File: src/rtl/scan_chain_loader.sv
// Master end of the instruction-memory scan chain: accepts 32-bit words on a
// valid/ready stream and shifts them LSB-first toward the scan receiver.
module scan_chain_loader #(
  parameter int unsigned WORD_COUNT = 9,
  parameter int unsigned CLK_DIV    = 4
) (
  input  logic                              clk,
  input  logic                              rst,
  input  logic                              start,
  input  logic                              word_valid,
  input  logic [31:0]                       word_data,
  output logic                              word_ready,
  output logic                              scan_clk,
  output logic                              scan_rst_n,
  output logic                              scan_en,
  output logic                              scan_in,
  output logic                              busy,
  output logic                              done,
  output logic [$clog2(WORD_COUNT+1)-1:0]   word_idx
);

  localparam int unsigned DIV_W = $clog2(CLK_DIV);
  localparam int unsigned IDX_W = $clog2(WORD_COUNT + 1);
  localparam logic [DIV_W-1:0] DIV_LAST = DIV_W'(CLK_DIV - 1);
  localparam logic [DIV_W-1:0] DIV_HALF = DIV_W'(CLK_DIV / 2);
  localparam logic [IDX_W-1:0] IDX_LAST = IDX_W'(WORD_COUNT - 1);

  typedef enum logic [2:0] {
    IDLE,
    RESET,
    FETCH,
    SHIFT,
    HOLD,
    DONE
  } state_t;

  state_t           state;
  logic [31:0]      shift_reg;
  logic [4:0]       bit_cnt;
  logic [DIV_W-1:0] div_cnt;
  logic             div_end;
  logic [DIV_W-1:0] div_inc;

  always_comb begin
    div_end = (div_cnt == DIV_LAST);
    div_inc = div_cnt + 1'b1;
  end

  assign word_ready = (state == FETCH);

  always_ff @(posedge clk) begin
    if (rst) begin
      state      <= IDLE;
      shift_reg  <= '0;
      bit_cnt    <= '0;
      div_cnt    <= '0;
      word_idx   <= '0;
      scan_clk   <= 1'b0;
      scan_rst_n <= 1'b1;
      scan_en    <= 1'b0;
      scan_in    <= 1'b0;
      busy       <= 1'b0;
      done       <= 1'b0;
    end else begin
      done <= 1'b0;
      unique case (state)
        IDLE: begin
          if (start) begin
            state      <= RESET;
            div_cnt    <= '0;
            word_idx   <= '0;
            scan_rst_n <= 1'b0;
            busy       <= 1'b1;
          end
        end

        RESET: begin
          if (div_end) begin
            state      <= FETCH;
            div_cnt    <= '0;
            scan_rst_n <= 1'b1;
            scan_en    <= 1'b1;
          end else begin
            div_cnt <= div_inc;
          end
        end

        FETCH: begin
          scan_clk <= 1'b0;
          if (word_valid) begin
            state     <= SHIFT;
            shift_reg <= word_data;
            bit_cnt   <= '0;
            div_cnt   <= '0;
            scan_in   <= word_data[0];
          end
        end

        SHIFT: begin
          if (div_end) begin
            // scan_in advances only here, half a scan_clk period after the rise
            shift_reg <= {1'b0, shift_reg[31:1]};
            bit_cnt   <= bit_cnt + 1'b1;
            div_cnt   <= '0;
            scan_clk  <= 1'b0;
            scan_in   <= shift_reg[1];
            if (bit_cnt == 5'd31) begin
              if (word_idx == IDX_LAST) begin
                state <= HOLD;
              end else begin
                word_idx <= word_idx + 1'b1;
                state    <= FETCH;
              end
            end
          end else begin
            div_cnt  <= div_inc;
            scan_clk <= (div_inc >= DIV_HALF);
            scan_in  <= shift_reg[0];
          end
        end

        HOLD: begin
          scan_clk <= 1'b0;
          if (div_end) begin
            state   <= DONE;
            div_cnt <= '0;
            scan_en <= 1'b0;
            done    <= 1'b1;
          end else begin
            div_cnt <= div_inc;
          end
        end

        DONE: begin
          state <= IDLE;
          busy  <= 1'b0;
        end

        default: state <= IDLE;
      endcase
    end
  end

endmodule

File: config.mk
export PLATFORM = sky130hd
export DESIGN_NAME = scan_chain_loader
export DESIGN_NICKNAME = d
export VERILOG_FILES = /design/src/rtl/scan_chain_loader.sv
export SDC_FILE = /design/constraint.sdc
export NUM_CORES = 1
export LEC_CHECK = 0
export CAP_MARGIN = 25
export CORE_ASPECT_RATIO = 1.2
export CORE_UTILIZATION = 45
export DETAILED_ROUTE_END_ITERATION = 7
export PLACE_DENSITY = 0.7
export SLEW_MARGIN = 0
export SYNTH_ARGS = -nofsm -noshare
export SYNTH_HDL_FRONTEND = slang
export SYNTH_SLANG_ARGS = --single-unit
File: constraint.sdc
create_clock -name clk -period 5 [get_ports clk]
set_input_delay 0.5 -clock clk [delete_from_list [all_inputs] [get_ports clk]]
set_output_delay 0.5 -clock clk [all_outputs]
set_load 0.01 [all_outputs]
-- Yosys cells after proc, flatten, opt, wreduce, memory -nomap -nowiden
Cells that the tools add are included.
- word-level logic and storage cells: 86
- input bits: 36
- output and inout port bits: 11
- register bits: 52
- bitwise gates (word level): 1
- reduce and logical (&&, ||, !) cells: 19
- magnitude comparators: 1
- mux-type cells: 36
- $add $sub $neg: 3
- equality and inequality tests: 15
- operators with widths (operator ; number):
    $mux W32 ; 2
    $pmux W32 S2 ; 1
    $mux W3 ; 7
    $mux W4 ; 4
    $pmux W3 S5 ; 1
    $ne A2 B2 Y1 const B ; 7
    $reduce_and A3 Y1 ; 4
    $reduce_bool A2 Y1 ; 6
    $mux W5 ; 2
    $pmux W1 S2 ; 5
    $pmux W5 S2 ; 1
    $mux W1 ; 8
    $pmux W4 S2 ; 1
    $eq A3 B2 Y1 const B ; 2
    $eq A3 B3 Y1 const B ; 2
    $mux W2 ; 3
    $pmux W2 S3 ; 1
    $reduce_and A6 Y1 ; 1
    $add A5 B1 Y5 const B ; 1
    $eq A5 B5 Y1 const B ; 1
    $reduce_and A5 Y1 ; 1
    $add A4 B1 Y4 const B ; 1
    $eq A4 B4 Y1 const B ; 1
    $reduce_and A2 Y1 ; 2
    other kinds (9) ; 10

-- Logic depth before layout (Yosys ltp)
Gate-level depths: netlist (run 1).
- depth in word-level cells: 5
- gate-level depth with buffers: 7
- mapped depth without buffers: 7

-- Worst setup path before layout (run 1)
No wires, ideal clock.
- path type: flip-flop to flip-flop
- from: reg bit_cnt[0]
- to: reg state[1]
- clock period less this slack: 1576 ps
- library setup time: 86 ps
- buffers on the path: 0
- data required time: 4914 ps
- stages on the path, launching flop included: 8
- arrival: 1491 ps
- slack: 3424 ps
- cells stage by stage: dfxtp_1 > ha_1 > and3_1 > ha_1 > nand2b_1 > a21o_1 > o211a_1 > a211oi_1
- cells in the longest elaborated chain, start to end: 3
- RTL lines (item ; RTL line ; text):
    start, declared ; 39 ; logic [4:0] bit_cnt;
    start signal, assigned ; 103 ; bit_cnt <= bit_cnt + 1'b1;
    $eq A5 B5 Y1 ; 107 ; if (bit_cnt == 5'd31) begin
    $ne A2 B2 Y1 (no line) ; n/a ;
    $reduce_and A6 Y1 (no line) ; n/a ;
    end signal, assigned ; 109 ; state <= HOLD;
    end signal, assigned ; 112 ; state <= FETCH;
    end signal, assigned ; 125 ; state <= DONE;
    end, declared ; 37 ; state_t state;
No other way between the ends.
A chain may end at the register's enable or synchronous reset.

-- Worst setup path after layout (run 1)
- from: reg state[2]
- to: out word_ready
- cells in the longest elaborated chain, start to end: 1
- RTL lines (item ; RTL line ; text):
    start signal, assigned ; 53 ; state <= IDLE;
    start signal, assigned ; 69 ; state <= RESET;
    start signal, assigned ; 79 ; state <= FETCH;
    $eq A3 B2 Y1 ; 49 ; assign word_ready = (state == FETCH);
    end, declared ; 12 ; output logic word_ready,
No other way between the ends.

==> results of run 1 <==
==> routing by layer <==
layer,track usage (%),up-vias
li1,-,1136
met1,22.36,1028
met2,31.43,36
met3,4.276,4
met4,4.364,0
met5,0,-
==> power by group through the flow <==
stage / Clock (mW) / Combinational [mW] / Sequential [mW]
after CTS: 0.297 / 0.0815 / 0.430
final: 0.288 / 0.0809 / 0.430
after global routing: 0.315 / 0.0884 / 0.432
after detailed placement: 0 / 0.0813 / 0.439
after global placement: 0 / 0.0811 / 0.439
after floorplan: 0 / 0.0484 / 0.434
==> final cells by class <==
class | count | area, um^2
Clock inverter | 2 | 38.79
Clock buffer | 6 | 72.57
Sequential cell | 52 | 1041
Multi-Input combinational cell | 225 | 1393
Timing Repair Buffer | 47 | 462.9
Tap cell | 62 | 77.57
Inverter | 4 | 15.01
Fill cell | 510 | 2342
==> cell families (layout without fill, tap and decap cells) <==
group	count (synthesis)	in the layout	share of synthesized area, %
simple gates	147	147	25.83
compound gates	68	68	22.99
flops	52	52	40.02
buf+inv	29	59	6.445
fa+ha+maj	5	5	2.405
mux	3	3	1.635
xor+xnor	2	2	0.6735
==> final timing paths <==
path	from	cells past startpoint	slack, ns	to
max reg2reg	div_cnt[0]	5	2.72	shift_reg[21]
min	shift_reg[15]	2	0.48	shift_reg[14]
min reg2reg	shift_reg[15]	2	0.48	shift_reg[14]
max	state[2]	3	2.47	word_ready
==> cell usage in the layout, fill, tap and decap left out, drive strengths merged, types with 2 or more instances in the layout <==
master,netlist,layout
clkbuf,7,6
nand2,68,68
buf,18,2
nor3b,2,2
xnor2,2,2
dfxtp,52,52
nor2,46,46
clkdlybuf4s50,0,45
and3,3,3
nand3,5,5
o311ai,2,2
a311oi,31,31
nor2b,3,3
a21oi,8,8
ha,5,5
nand2b,7,7
mux2i,3,3
nand3b,3,3
o21ai,9,9
a211oi,4,4
or3,2,2
a32oi,4,4
nor3,3,3
inv,4,5
==> through the flow <==
stage	instance area [um^2]	hold slack (ns)	utilization [%]	worst slack, ns	power (mW)
global route	3100	0.5015	56.97	2.304	0.8352
finish	3100	0.4810	56.97	2.469	0.7987
global placement	2989	0.4625	54.92	2.702	0.5203
CTS	3100	0.4807	56.97	2.464	0.8085
floorplan	2601	0.4532	-	3.424	0.4822
detailed placement	2989	0.4671	54.92	2.612	0.5206
==> synth_stat cells, types with 2 or more instances <==
cell	n	area, um^2
and3_1	3	18.77
dfxtp_1	52	1041
or3_1	2	12.51
inv_1	4	15.01
ha_1	5	62.56
a211oi_1	4	30.03
nand2_1	68	255.2
nand3_1	5	25.02
nand2b_1	7	43.79
buf_6	5	56.30
a21oi_1	8	40.04
a311oi_2	13	195.2
o311ai_0	2	17.52
nor2b_1	3	18.77
xnor2_1	2	17.52
buf_4	2	15.01
clkbuf_1	6	22.52
nor3_1	3	15.01
nor2_1	44	165.2
a32oi_1	4	35.03
o21ai_0	9	45.04
mux2i_1	2	20.02
nand3b_1	2	15.01
buf_2	10	50.05
a311oi_1	18	157.7
==> worst max-delay path: cells and delay by family, from the launching register on <==
| kind | cells | cell delay (ns) |
|---|---|---|
| buf+inv | 1 | 0.50 |
| simple gates | 2 | 0.55 |
| flops | 1 | 0.67 |
==> results_dict.tcl, run 1 <==
set metrics [dict create \
    p_clk_share_pct 36.1 \
    syn_avg_cell_area_um2 8.501 \
    viasPerCell 5.538 \
    yosysWarnings 0 \
    top_layer "met4" \
    grt_usage_pct 18.06 \
    dr.pass1.iters 6 \
    wl_met1_mm 2.491 \
    clkTransAtPathRegs_ns 0.09 \
    finalCritPeriodShare_pct 50.62 \
    max_freq_ghz 0.3951 \
    irDropWorstVdd_uv 151.4 \
    hold_class "flop to flop" \
    critPathKind "flop to output port" \
    mappedNetlistArea_um2 2601 \
    crit_path_start_kind "flop" \
    root_buffer "clkbuf_8" \
    numPortBuffers 46 \
    p_per_area_nw_per_um2 257.6 \
    worst_pin_slew_ns 1.019 \
    htreeDepth 2 \
    drive_above_1_share_pct 8.631 \
    synth_seq_area_share_pct 40.02 \
    slew_violations 0 \
    fp.dieW_um 71.41 \
    end_kind "output port" \
    stdcell_count 398 \
    io_pins 47 \
    leakagePower_nw 1.079 \
    cts.path.max_buffers 2 \
    fp.dieH_um 85.29 \
    internal_power_uw 616.0 \
    synthFlopType "dfxtp_1" \
    synth-edff-count 0 \
    syn_inst 306 \
    start_util_pct 47.79 \
    synth-seq-cells 52 \
    wl_met2_mm 2.483 \
    dp_hpwl_mm 3.344 \
    gp_congestion 0.8256 \
    violations "DRC" \
    combPwrFrac_pct 10.1 \
    p_switching_uw 182.6 \
    slowest_stage "dfxtp_1" \
    ctsResizeCount 0 \
    cts.sinks 52 \
    finalCriticalPeriod_ns 2.531 \
    gr-total-overflow 0 \
    rsz0062_at_grt "no" \
    finalClockSkew_ns 0.003891 \
    grt_first_pass_wirelength_mm 8.838 \
    grt_pass1_vias 2017 \
    hold_viol_final 0 \
    antenna_found_initial 0 \
    crit_required_ns 4.50 \
    synth_nets 347 \
    power_frac_seq_pct 53.8 \
    vias 2204 \
    row_count 29 \
    largest_reg_flops 32 \
    fin_nets 376 \
    core_area_um2 5443 \
    grt_max_degree 64 \
    cts_buffers 5 \
    drv_cap 0 \
    path_max_fanout 21 \
    drtIter0Drc 137 \
    synthToLayoutAreaGrowth_pct 19.19 \
    crit_chain "nand2b_1 > nor2_1 > clkdlybuf4s50_1" \
    post_drt_wl_per_cell_um 12.97 \
    antenna_cells 0 \
    cts_tree "built" \
    synth_cell_type_count 48 \
    wl_met3_um 144 \
    status "finished, violations left" \
    detail-route-antenna-nets 0 \
    cts_setup_buffers 0 \
    setup_viol_count_final 0 \
    drc_errors 3 \
    critPathMaxStageDelay_ns 0.67 \
    finalSetupTns_ns 0 \
    hold_buffers 0 \
    p_sw_share_pct 22.87 \
    dp.cells 390 \
    cp.arrival_ns 2.03 \
    dieArea_um2 6090 \
    finalWirelength_mm 5.162 \
    clk_latency_ns 0.30 \
    maxSlewHeadroom_pct 32.05 \
    async_flop_share_pct 0 \
]
Power figures use the tool's default switching activity.
==> run 2, diff against run 1 <==
- PLACE_DENSITY: 0.7 -> 0.73
- clock period: 5 -> 2.3 ns (I/O delays scaled with it)
==> run 2 against run 1 <==
The flow still finishes with violations (DRC). Register-to-register slack worse by 2.3 ns. Combinational power is 120% higher. Final cell count rose by 1.5%. Non-clock buffer count is 6 higher. Critical path depth did not move. Flip-flop and latch count unchanged. Clock-buffer cell count stayed put. Highest routed layer unchanged.
==> results_dict.tcl, run 2 (same netlist as run 1, synthesis figures left out) <==
set metrics [dict create \
    dr.pass1.iters 7 \
    gp_congestion 0.7710 \
    post_drt_wl_per_cell_um 12.79 \
    dp_hpwl_mm 3.520 \
    largest_reg_flops 32 \
    viasPerCell 5.545 \
    cts.sinks 52 \
    drive_above_1_share_pct 10.23 \
    irDropWorstVdd_uv 285.2 \
    antenna_found_initial 0 \
    cp.arrival_ns 1.74 \
    htreeDepth 2 \
    vias 2240 \
    numPortBuffers 46 \
    status "finished, violations left" \
    fp.dieH_um 85.29 \
    end_kind "output port" \
    p_switching_uw 406.5 \
    finalCriticalPeriod_ns 1.974 \
    p_sw_share_pct 24.85 \
    hold_viol_final 0 \
    final_cell_mix "nand2_1, dfxtp_1, clkdlybuf4s50_1, nor2_1, a311oi_1" \
    setup_viol_count_final 0 \
    path_max_fanout 21 \
    fin_nets 382 \
    grt_pass1_vias 2071 \
    grt_first_pass_wirelength_mm 9.128 \
    dieArea_um2 6090 \
    cts_tree "built" \
    max_freq_ghz 0.5065 \
    internal_power_mw 1.229 \
    antenna_cells 0 \
    cts_setup_buffers 0 \
    whs_ns 0.3954 \
    stdcell_count 404 \
    combPwrFrac_pct 10.9 \
    leakagePower_nw 1.104 \
    maxSlewHeadroom_pct 52.94 \
    p_per_area_nw_per_um2 519.5 \
    nFillCells 527 \
    clkTransAtPathRegs_ns 0.10 \
    ctsResizeCount 0 \
    finalClockSkew_ns 0.01131 \
    root_buffer "clkbuf_8" \
    drtIter0Drc 132 \
    fp.dieW_um 71.41 \
    drv_cap 0 \
    worst_pin_slew_ns 0.7049 \
    power_frac_seq_pct 57.2 \
    crit_path_start_kind "flop" \
    violations "DRC" \
    hold_buffers 0 \
    io_pins 47 \
    detail-route-antenna-nets 0 \
    finalSetupTns_ns 0 \
    p_clk_share_pct 31.9 \
    drc_errors 5 \
    layout_commonest_cell "nand2_1" \
    synthToLayoutAreaGrowth_pct 21.02 \
    grt_max_degree 64 \
    cts.path.max_buffers 2 \
    p_total_mw 1.635 \
    hold_class "input port to flop" \
    finalCritPeriodShare_pct 85.84 \
    slew_violations 0 \
    start_util_pct 47.79 \
    row_count 29 \
    dp.cells 396 \
    clk_latency_ns 0.31 \
    rsz0062_at_grt "no" \
    gr-total-overflow 0 \
    crit_required_ns 2.07 \
    finalWirelength_mm 5.169 \
    core_area_um2 5443 \
    cts_buffers 5 \
    grt_usage_pct 18.42 \
    critPathKind "flop to output port" \
]
run 2: cell count changes in the layout (fill, tap and decap cells not counted):
cell and delta:
buf_4 +4, bufinv_16 -1, clkinvlp_4 +1, inv_6 -1, clkinv_4 +1, buf_12 +2
run 2: layout make-up:
cell class / count / area (um^2) / share of cell area (%)
well taps: 62 / 77.57 / 2.464
flip-flops and latches: 52 / 1041 / 33.07
repair buffers: 53 / 533.0 / 16.93
multi-input cells: 225 / 1393 / 44.24
clock inverters: 2 / 16.27 / 0.5167
inverters: 4 / 15.01 / 0.4769
clock buffers: 6 / 72.57 / 2.305
run 2: per-layer routing:
metal / wire [um] / GRT usage (%) / vias up
li1: - / - / 1145
met1: 2469 / 24.98 / 1045
met2: 2425 / 28.74 / 41
met3: 181 / 3.563 / 9
met4: 93 / 7.273 / 0
met5: 0 / 0 / -
run 2: path summary, 6_finish.rpt:
kind,start,endpoint,slack [ns],cells past startpoint
max,state[2],word_ready,0.33,3
min,rst,scan_clk,0.40,2
max reg2reg,state[0],shift_reg[14],0.41,4
min reg2reg,shift_reg[28],shift_reg[27],0.48,2
run 2: power groups by stage:
stage / clock network (mW) / logic, mW / registers, mW
after floorplan: 0 / 0.105 / 0.943
after global placement: 0 / 0.179 / 0.954
after detailed placement: 0 / 0.180 / 0.956
after CTS: 0.541 / 0.180 / 0.935
after global routing: 0.571 / 0.196 / 0.939
final: 0.522 / 0.179 / 0.935
run 2: through the flow:
stage | area, um^2 | utilization [%] | worst slack, ns
global route | 3148 | 57.84 | 0.2414
detailed placement | 3059 | 56.21 | 0.4149
CTS | 3148 | 57.84 | 0.3086
floorplan | 2601 | - | 0.7237
global placement | 3059 | 56.21 | 0.5287
finish | 3148 | 57.84 | 0.3258
run 2: worst max-delay path, cell delays in order, from the launching register on:
cell and delay [ns]:
dfxtp_1 0.67, nand2b_1 0.20, nor2_1 0.05, clkdlybuf4s50_1 0.50
